[config.mk]
export PLATFORM = sky130hd
export DESIGN_NAME = demux1x2_stream_nbit
export DESIGN_NICKNAME = d
export VERILOG_FILES = /design/src/rtl/demux1x2_stream_nbit_pkg.sv /design/src/rtl/demux1x2_stream_nbit_fifo.sv /design/src/rtl/demux1x2_stream_nbit.sv
export SDC_FILE = /design/constraint.sdc
export NUM_CORES = 1
export LEC_CHECK = 0
export ABC_AREA = 1
export BUFFER_PORTS_ARGS = -buffer_cell sky130_fd_sc_hd__clkbuf_2
export CAP_MARGIN = 20
export CORE_UTILIZATION = 47
export CTS_CLUSTER_DIAMETER = 50
export DETAILED_ROUTE_END_ITERATION = 12
export HOLD_SLACK_MARGIN = 0.02
export MAX_ROUTING_LAYER = met4
export PLACE_DENSITY = 0.74
export SYNTH_ARGS = -nofsm -noshare
export SYNTH_HDL_FRONTEND = slang
export SYNTH_HIERARCHICAL = 1
export SYNTH_SLANG_ARGS = --single-unit
[constraint.sdc]
create_clock -name clk -period 1.4 [get_ports clk]
set_input_delay 0.07 -clock clk [delete_from_list [all_inputs] [get_ports clk]]
set_output_delay 0.07 -clock clk [all_outputs]
set_load 0.05 [all_outputs]
[src/rtl/demux1x2_stream_nbit_pkg.sv]
`default_nettype none
// ============================================================================
//  Module      : demux1x2_stream_nbit_pkg
//  Description : Select encoding shared with the 2:1 stream mux.
//  Revision    : 1.0 - initial release
// ============================================================================
package demux1x2_stream_nbit_pkg;

    localparam logic SEL_A = 1'b1;
    localparam logic SEL_B = 1'b0;

endpackage : demux1x2_stream_nbit_pkg
`default_nettype wire

[src/rtl/demux1x2_stream_nbit_fifo.sv]
`default_nettype none
// ============================================================================
//  Module      : sync_fifo_nbit
//  Description : Single-clock FIFO with occupancy counter; head zeroed when empty.
//  Revision    : 1.0 - initial release
// ============================================================================
module sync_fifo_nbit #(
    parameter  int N     = 4,
    parameter  int DEPTH = 2,
    localparam int LW    = $clog2(DEPTH) + 1
) (
    input  logic          clk,
    input  logic          rst_n,
    input  logic          push,
    input  logic [N-1:0]  push_data,
    input  logic          pop,
    output logic [N-1:0]  head_data,
    output logic          empty,
    output logic          full,
    output logic [LW-1:0] level
);

    localparam int AW = $clog2(DEPTH);

    logic [N-1:0]  r_mem [DEPTH];
    logic [AW-1:0] r_wr_ptr;
    logic [AW-1:0] r_rd_ptr;
    logic [LW-1:0] r_level;
    logic          w_push_ok;
    logic          w_pop_ok;

    assign empty     = (r_level == '0);
    assign full      = (r_level == LW'(DEPTH));
    assign level     = r_level;
    // A full FIFO refuses a push even when it pops in the same cycle.
    assign w_push_ok = push & ~full;
    assign w_pop_ok  = pop & ~empty;
    assign head_data = empty ? '0 : r_mem[r_rd_ptr];

    always_ff @(posedge clk) begin
        if (w_push_ok) begin
            r_mem[r_wr_ptr] <= push_data;
        end
    end

    always_ff @(posedge clk or negedge rst_n) begin
        if (!rst_n) begin
            r_wr_ptr <= '0;
            r_rd_ptr <= '0;
            r_level  <= '0;
        end else begin
            if (w_push_ok) begin
                r_wr_ptr <= r_wr_ptr + 1'b1;
            end
            if (w_pop_ok) begin
                r_rd_ptr <= r_rd_ptr + 1'b1;
            end
            unique case ({w_push_ok, w_pop_ok})
                2'b10:   r_level <= r_level + 1'b1;
                2'b01:   r_level <= r_level - 1'b1;
                default: r_level <= r_level;
            endcase
        end
    end

endmodule : sync_fifo_nbit
`default_nettype wire

[src/rtl/demux1x2_stream_nbit.sv]
`default_nettype none
// ============================================================================
//  Module      : demux1x2_stream_nbit
//  Description : Routes one valid/ready stream into per-channel FIFOs A/B.
//  Revision    : 1.0 - initial release
// ============================================================================
module demux1x2_stream_nbit
    import demux1x2_stream_nbit_pkg::*;
#(
    parameter  int N     = 4,
    parameter  int DEPTH = 2,
    localparam int LW    = $clog2(DEPTH) + 1
) (
    input  logic          clk,
    input  logic          rst_n,
    input  logic [N-1:0]  in_data,
    input  logic          in_sel,
    input  logic          in_valid,
    output logic          in_ready,
    output logic [N-1:0]  a_data,
    output logic          a_valid,
    input  logic          a_ready,
    output logic [LW-1:0] a_level,
    output logic [N-1:0]  b_data,
    output logic          b_valid,
    input  logic          b_ready,
    output logic [LW-1:0] b_level
);

    logic w_a_full;
    logic w_b_full;
    logic w_a_empty;
    logic w_b_empty;
    logic w_push_a;
    logic w_push_b;

    // Depends only on the fill state, never on a_ready/b_ready.
    assign in_ready = (in_sel == SEL_A) ? ~w_a_full : ~w_b_full;
    assign w_push_a = in_valid & in_ready & (in_sel == SEL_A);
    assign w_push_b = in_valid & in_ready & (in_sel == SEL_B);
    assign a_valid  = ~w_a_empty;
    assign b_valid  = ~w_b_empty;

    sync_fifo_nbit #(
        .N     (N),
        .DEPTH (DEPTH)
    ) u_fifo_a (
        .clk       (clk),
        .rst_n     (rst_n),
        .push      (w_push_a),
        .push_data (in_data),
        .pop       (a_ready),
        .head_data (a_data),
        .empty     (w_a_empty),
        .full      (w_a_full),
        .level     (a_level)
    );

    sync_fifo_nbit #(
        .N     (N),
        .DEPTH (DEPTH)
    ) u_fifo_b (
        .clk       (clk),
        .rst_n     (rst_n),
        .push      (w_push_b),
        .push_data (in_data),
        .pop       (b_ready),
        .head_data (b_data),
        .empty     (w_b_empty),
        .full      (w_b_full),
        .level     (b_level)
    );

endmodule : demux1x2_stream_nbit
`default_nettype wire

==> reports/summary.log <==
qor: status.run_status finished, violations left
qor: status.failed_checks negative setup slack
qor: setup_path.endpoint u_fifo_a/level[1]
qor: logic_synthesis.yosys_register_bits 24
qor: logic_synthesis.synth_compound_gate_area_share 5.70%
qor: setup_path.arrival 1.72 ns
qor: timing.setup_viol_count_final 26
qor: route.via_per_inst 4.87
qor: logic_synthesis.synth-edff-count 16
qor: logic_synthesis.synth_top_family_by_area simple AND/OR/NAND/NOR gates
qor: floorplan.core-area 2230 µm²
qor: clock_tree.worstSkewPairLatency 0.30 ns
qor: route.drt_first_iter_violations 18
qor: logic_synthesis.netlist.area_leader.share 43.0%
qor: setup_path.critical_path.startpoint_type register
qor: route.iteration_count_of_the_initial_detailed_routing_pass 4
qor: clock_tree.tritoncts done
qor: logic_synthesis.synth.yosys.seq_area_share 60.9%
qor: final_layout.fin_nets 183
qor: logic_synthesis.mapped_cells 115
qor: setup_path.worstReg2RegEnd u_fifo_a/level[1]
qor: placement.place.gp.congestion 0.809
qor: setup_path.worst-endpoint-required 1.61 ns
qor: setup_path.reg_to_reg_setup_timing_slack -0.11 ns
qor: route.dr_total_vias 964
qor: grt.antenna_found_initial 0
qor: setup_path.timing.setup.critical_path_class register to register
qor: timing.unrepaired_setup_endpoints_after_global_routing true
qor: timing.min_period_over_period 108%
qor: setup_path.critical_path_peak_fanout 2
qor: route.detail_route.drc_violations 0
qor: logic_synthesis.synth-xor-area-share 1.57%
qor: clock_tree.clock_buffers_created_by_tritoncts 3
qor: timing.fin_worst_hold_slack 0.103 ns
qor: floorplan.start_util 50.1%
qor: power.leakage 0.823 nW
qor: floorplan.design.die.area 2580 µm²
qor: timing.post-route-worst-setup-slack -0.110 ns
qor: placement.half_perimeter_wire_length_after_placement 1590 µm
qor: route.routed_wl 2560 µm
qor: timing.timing.max_slew.rel_slack 81.6%
qor: setup_path.worst-r2r-cell-count 11
qor: logic_synthesis.synth.top_cells.by_area sky130_fd_sc_hd__edfxtp_1 43%, sky130_fd_sc_hd__dfrtp_1 18%, sky130_fd_sc_hd__nand2_1 11%
qor: logic_synthesis.syn-mean-instance-area 9.73 µm²
qor: final_layout.post_route_cells_drive_above_1_share 55.3%
qor: placement.preCtsSetupSlack -0.141 ns
qor: logic_synthesis.post-synth-top-area-cell sky130_fd_sc_hd__edfxtp_1
qor: timing.fin_crit 1.51 ns
qor: clock_tree.clk_transition_reported_paths 0.13 ns
qor: final_layout.inserted_diodes 0
qor: logic_synthesis.synth.area.mux_share 0%
qor: power.power.ir.vdd_worst 1830 µV
qor: timing.tightest_slew 0.277 ns
qor: final_layout.flow.area_growth_from_synthesis 63.8%
qor: setup_path.timing.critical_path.to_type register
qor: grt.pin_count_of_the_biggest_net_entering_global_routing 15
qor: grt.grt_pass1_wl 4110 µm
qor: logic_synthesis.yosys_most_used_dff sky130_fd_sc_hd__edfxtp_1
qor: route.average_wire_per_cell_in_the_routed_design 12.9 µm
qor: setup_path.critical_path_origin u_fifo_a/level[1]
qor: timing.finalSetupTns -1.28 ns
qor: floorplan.floorplan.io_pins 25
qor: grt.grt.overflow.total 0
qor: timing.finalHoldViolCount 0
qor: route.routed_antenna_nets 0
qor: floorplan.fp-row-count 17
qor: logic_synthesis.synthAdderAreaFrac 2.24%
qor: timing.maximum_clock_frequency 0.662 GHz
qor: clock_tree.numClockSinks 24
qor: logic_synthesis.synth_area 1120 µm²
qor: timing.final_max_slew_viol_count 0
qor: grt.first_global_vias 957
qor: logic_synthesis.netlist-cell-type-count 17
qor: floorplan.chipWidth 50.8 µm
qor: clock_tree.ctsHtreeMaxLevel 1
qor: logic_synthesis.asyncSetResetFlopFracSynth 33.3%
qor: setup_path.critical_path.reg2reg.startpoint u_fifo_a/level[1]
qor: logic_synthesis.yosys_warnings 6
qor: timing.clock_skew 0.00609 ns
qor: logic_synthesis.post_synth_and_or_nand_nor_area_fraction 21.6%
qor: placement.input_output_buffers 24
qor: clock_tree.ctsLongestPathBuffers 2
qor: power.power.density_cell_area 2660 nW/µm²
qor: worst_hold_path.hp-class primary input to register
qor: floorplan.die_height 50.8 µm
qor: logic_synthesis.postSynthNetCount 127
qor: grt.grtUsageTotal 22.2%
qor: flow_run.drv.max_cap_violation_count 0
qor: clock_tree.cts_root_buf sky130_fd_sc_hd__clkbuf_4
qor: worst_hold_path.holdCritStartpoint b_ready
-- per-layer routing --
layer  up-vias  part of all wire (%)  track usage, %
met4         0                  0.16            6.48
met3         2                   2.2            3.03
met1       469                    42            24.6
met2        19                    56            41.3
met5         -                     0               -
li1        474                     -               -
-- worst min-delay path by stage --
stage                                    to  cells after the start  slack, ns
after floorplan           u_fifo_a/level[0]                      0      -0.23
after global placement    u_fifo_b/r_rd_ptr                      1      -0.06
after detailed placement  u_fifo_b/r_rd_ptr                      1      -0.06
after CTS                 u_fifo_a/r_rd_ptr                      4        0.1
after global routing      u_fifo_a/r_rd_ptr                      4       0.13
final                     u_fifo_b/r_rd_ptr                      4       0.10
-- Yosys cell counts (2+ instances only) --
library cell               instances
sky130_fd_sc_hd__a21oi_1           8
sky130_fd_sc_hd__edfxtp_1         16
sky130_fd_sc_hd__nand2_1          34
sky130_fd_sc_hd__nor2_1            3
sky130_fd_sc_hd__nor2_4            4
sky130_fd_sc_hd__xnor2_1           2
sky130_fd_sc_hd__o21ai_1           3
sky130_fd_sc_hd__inv_1            18
sky130_fd_sc_hd__dfrtp_1           8
sky130_fd_sc_hd__inv_2             5
sky130_fd_sc_hd__nand3_1           4
sky130_fd_sc_hd__ha_1              2
sky130_fd_sc_hd__nor2_2            3
sky130_fd_sc_hd__nand4_1           2
-- sequential cells by signal, indices dropped and copies added, names as in the netlist --
| register | cells |
|---|---|
| u_fifo_a/level | 2 |
| u_fifo_a/r_mem | 8 |
| u_fifo_a/r_rd_ptr | 1 |
| u_fifo_a/r_wr_ptr | 1 |
| u_fifo_b/level | 2 |
| u_fifo_b/r_mem | 8 |
| u_fifo_b/r_rd_ptr | 1 |
| u_fifo_b/r_wr_ptr | 1 |
-- cells by family (layout without fill, tap and decap cells) --
kind of cell	Yosys count	after routing
simple gates	51	51
flops	24	24
buf+inv	24	79
compound gates	12	12
fa+ha+maj	2	2
xor+xnor	2	2
-- layout make-up --
cell class                      count  area (µm²)
Tap cell                           28        35.0
Clock inverter                      1        30.0
Timing Repair Buffer               51         472
Inverter                           24        90.1
Fill cell                         123         402
Clock buffer                        3        22.5
Multi-Input combinational cell     67         497
Sequential cell                    24         686
-- per-stage QoR --
stage	util, %	power (mW)	cell area [µm²]	std cells
global placement	63.1	3.35	1410	180
detailed placement	63.1	3.41	1410	180
finish	82.0	4.86	1830	198
floorplan	-	2.76	1160	115
global route	82.0	5.12	1830	198
CTS	76.6	4.43	1710	195
-- where the power goes --
| part | switching [mW] | internal (mW) |
|---|---|---|
| registers | 0.138 | 0.957 |
| logic | 1.94 | 1.34 |
| clock network | 0.198 | 0.289 |
| total | 2.27 | 2.59 |
-- repair_timing --
action	in CTS	in global routing
endpoints found under the hold margin	24	0
pin swaps	1	7
resized for setup	38	31
cloned	0	0
hold buffers	5	0
endpoints found under the setup margin	22	27
buffers inserted	6	4
-- worst max-delay path, cell delays in order, from the launching register on --
cell                      delay (ns)
sky130_fd_sc_hd__dfrtp_2        0.43
sky130_fd_sc_hd__inv_2          0.09
sky130_fd_sc_hd__nor2_4         0.04
sky130_fd_sc_hd__inv_2          0.06
sky130_fd_sc_hd__nand2_4        0.05
sky130_fd_sc_hd__nor2_4         0.10
sky130_fd_sc_hd__o21ai_2        0.07
sky130_fd_sc_hd__ha_1           0.32
sky130_fd_sc_hd__inv_1          0.08
sky130_fd_sc_hd__nand3_1        0.07
sky130_fd_sc_hd__nand2_1        0.05
sky130_fd_sc_hd__nand2_1        0.04
-- cells in the final DEF, fill, tap and decap left out, types with 2 or more instances in the layout --
master                          count
sky130_fd_sc_hd__o21ai_1            2
sky130_fd_sc_hd__nand4_1            2
sky130_fd_sc_hd__a21oi_2            4
sky130_fd_sc_hd__nand3_1            3
sky130_fd_sc_hd__buf_6              7
sky130_fd_sc_hd__dfrtp_1            4
sky130_fd_sc_hd__nand2_1           32
sky130_fd_sc_hd__dfrtp_2            4
sky130_fd_sc_hd__clkbuf_2          13
sky130_fd_sc_hd__edfxtp_1          16
sky130_fd_sc_hd__buf_4             15
sky130_fd_sc_hd__nor2_4             9
sky130_fd_sc_hd__nand2_4            3
sky130_fd_sc_hd__buf_8             11
sky130_fd_sc_hd__inv_1             10
sky130_fd_sc_hd__a21oi_4            4
sky130_fd_sc_hd__inv_2             14
sky130_fd_sc_hd__clkbuf_4           3
sky130_fd_sc_hd__dlygate4sd3_1      5
Note: power is estimated with default switching activity, not from simulation.
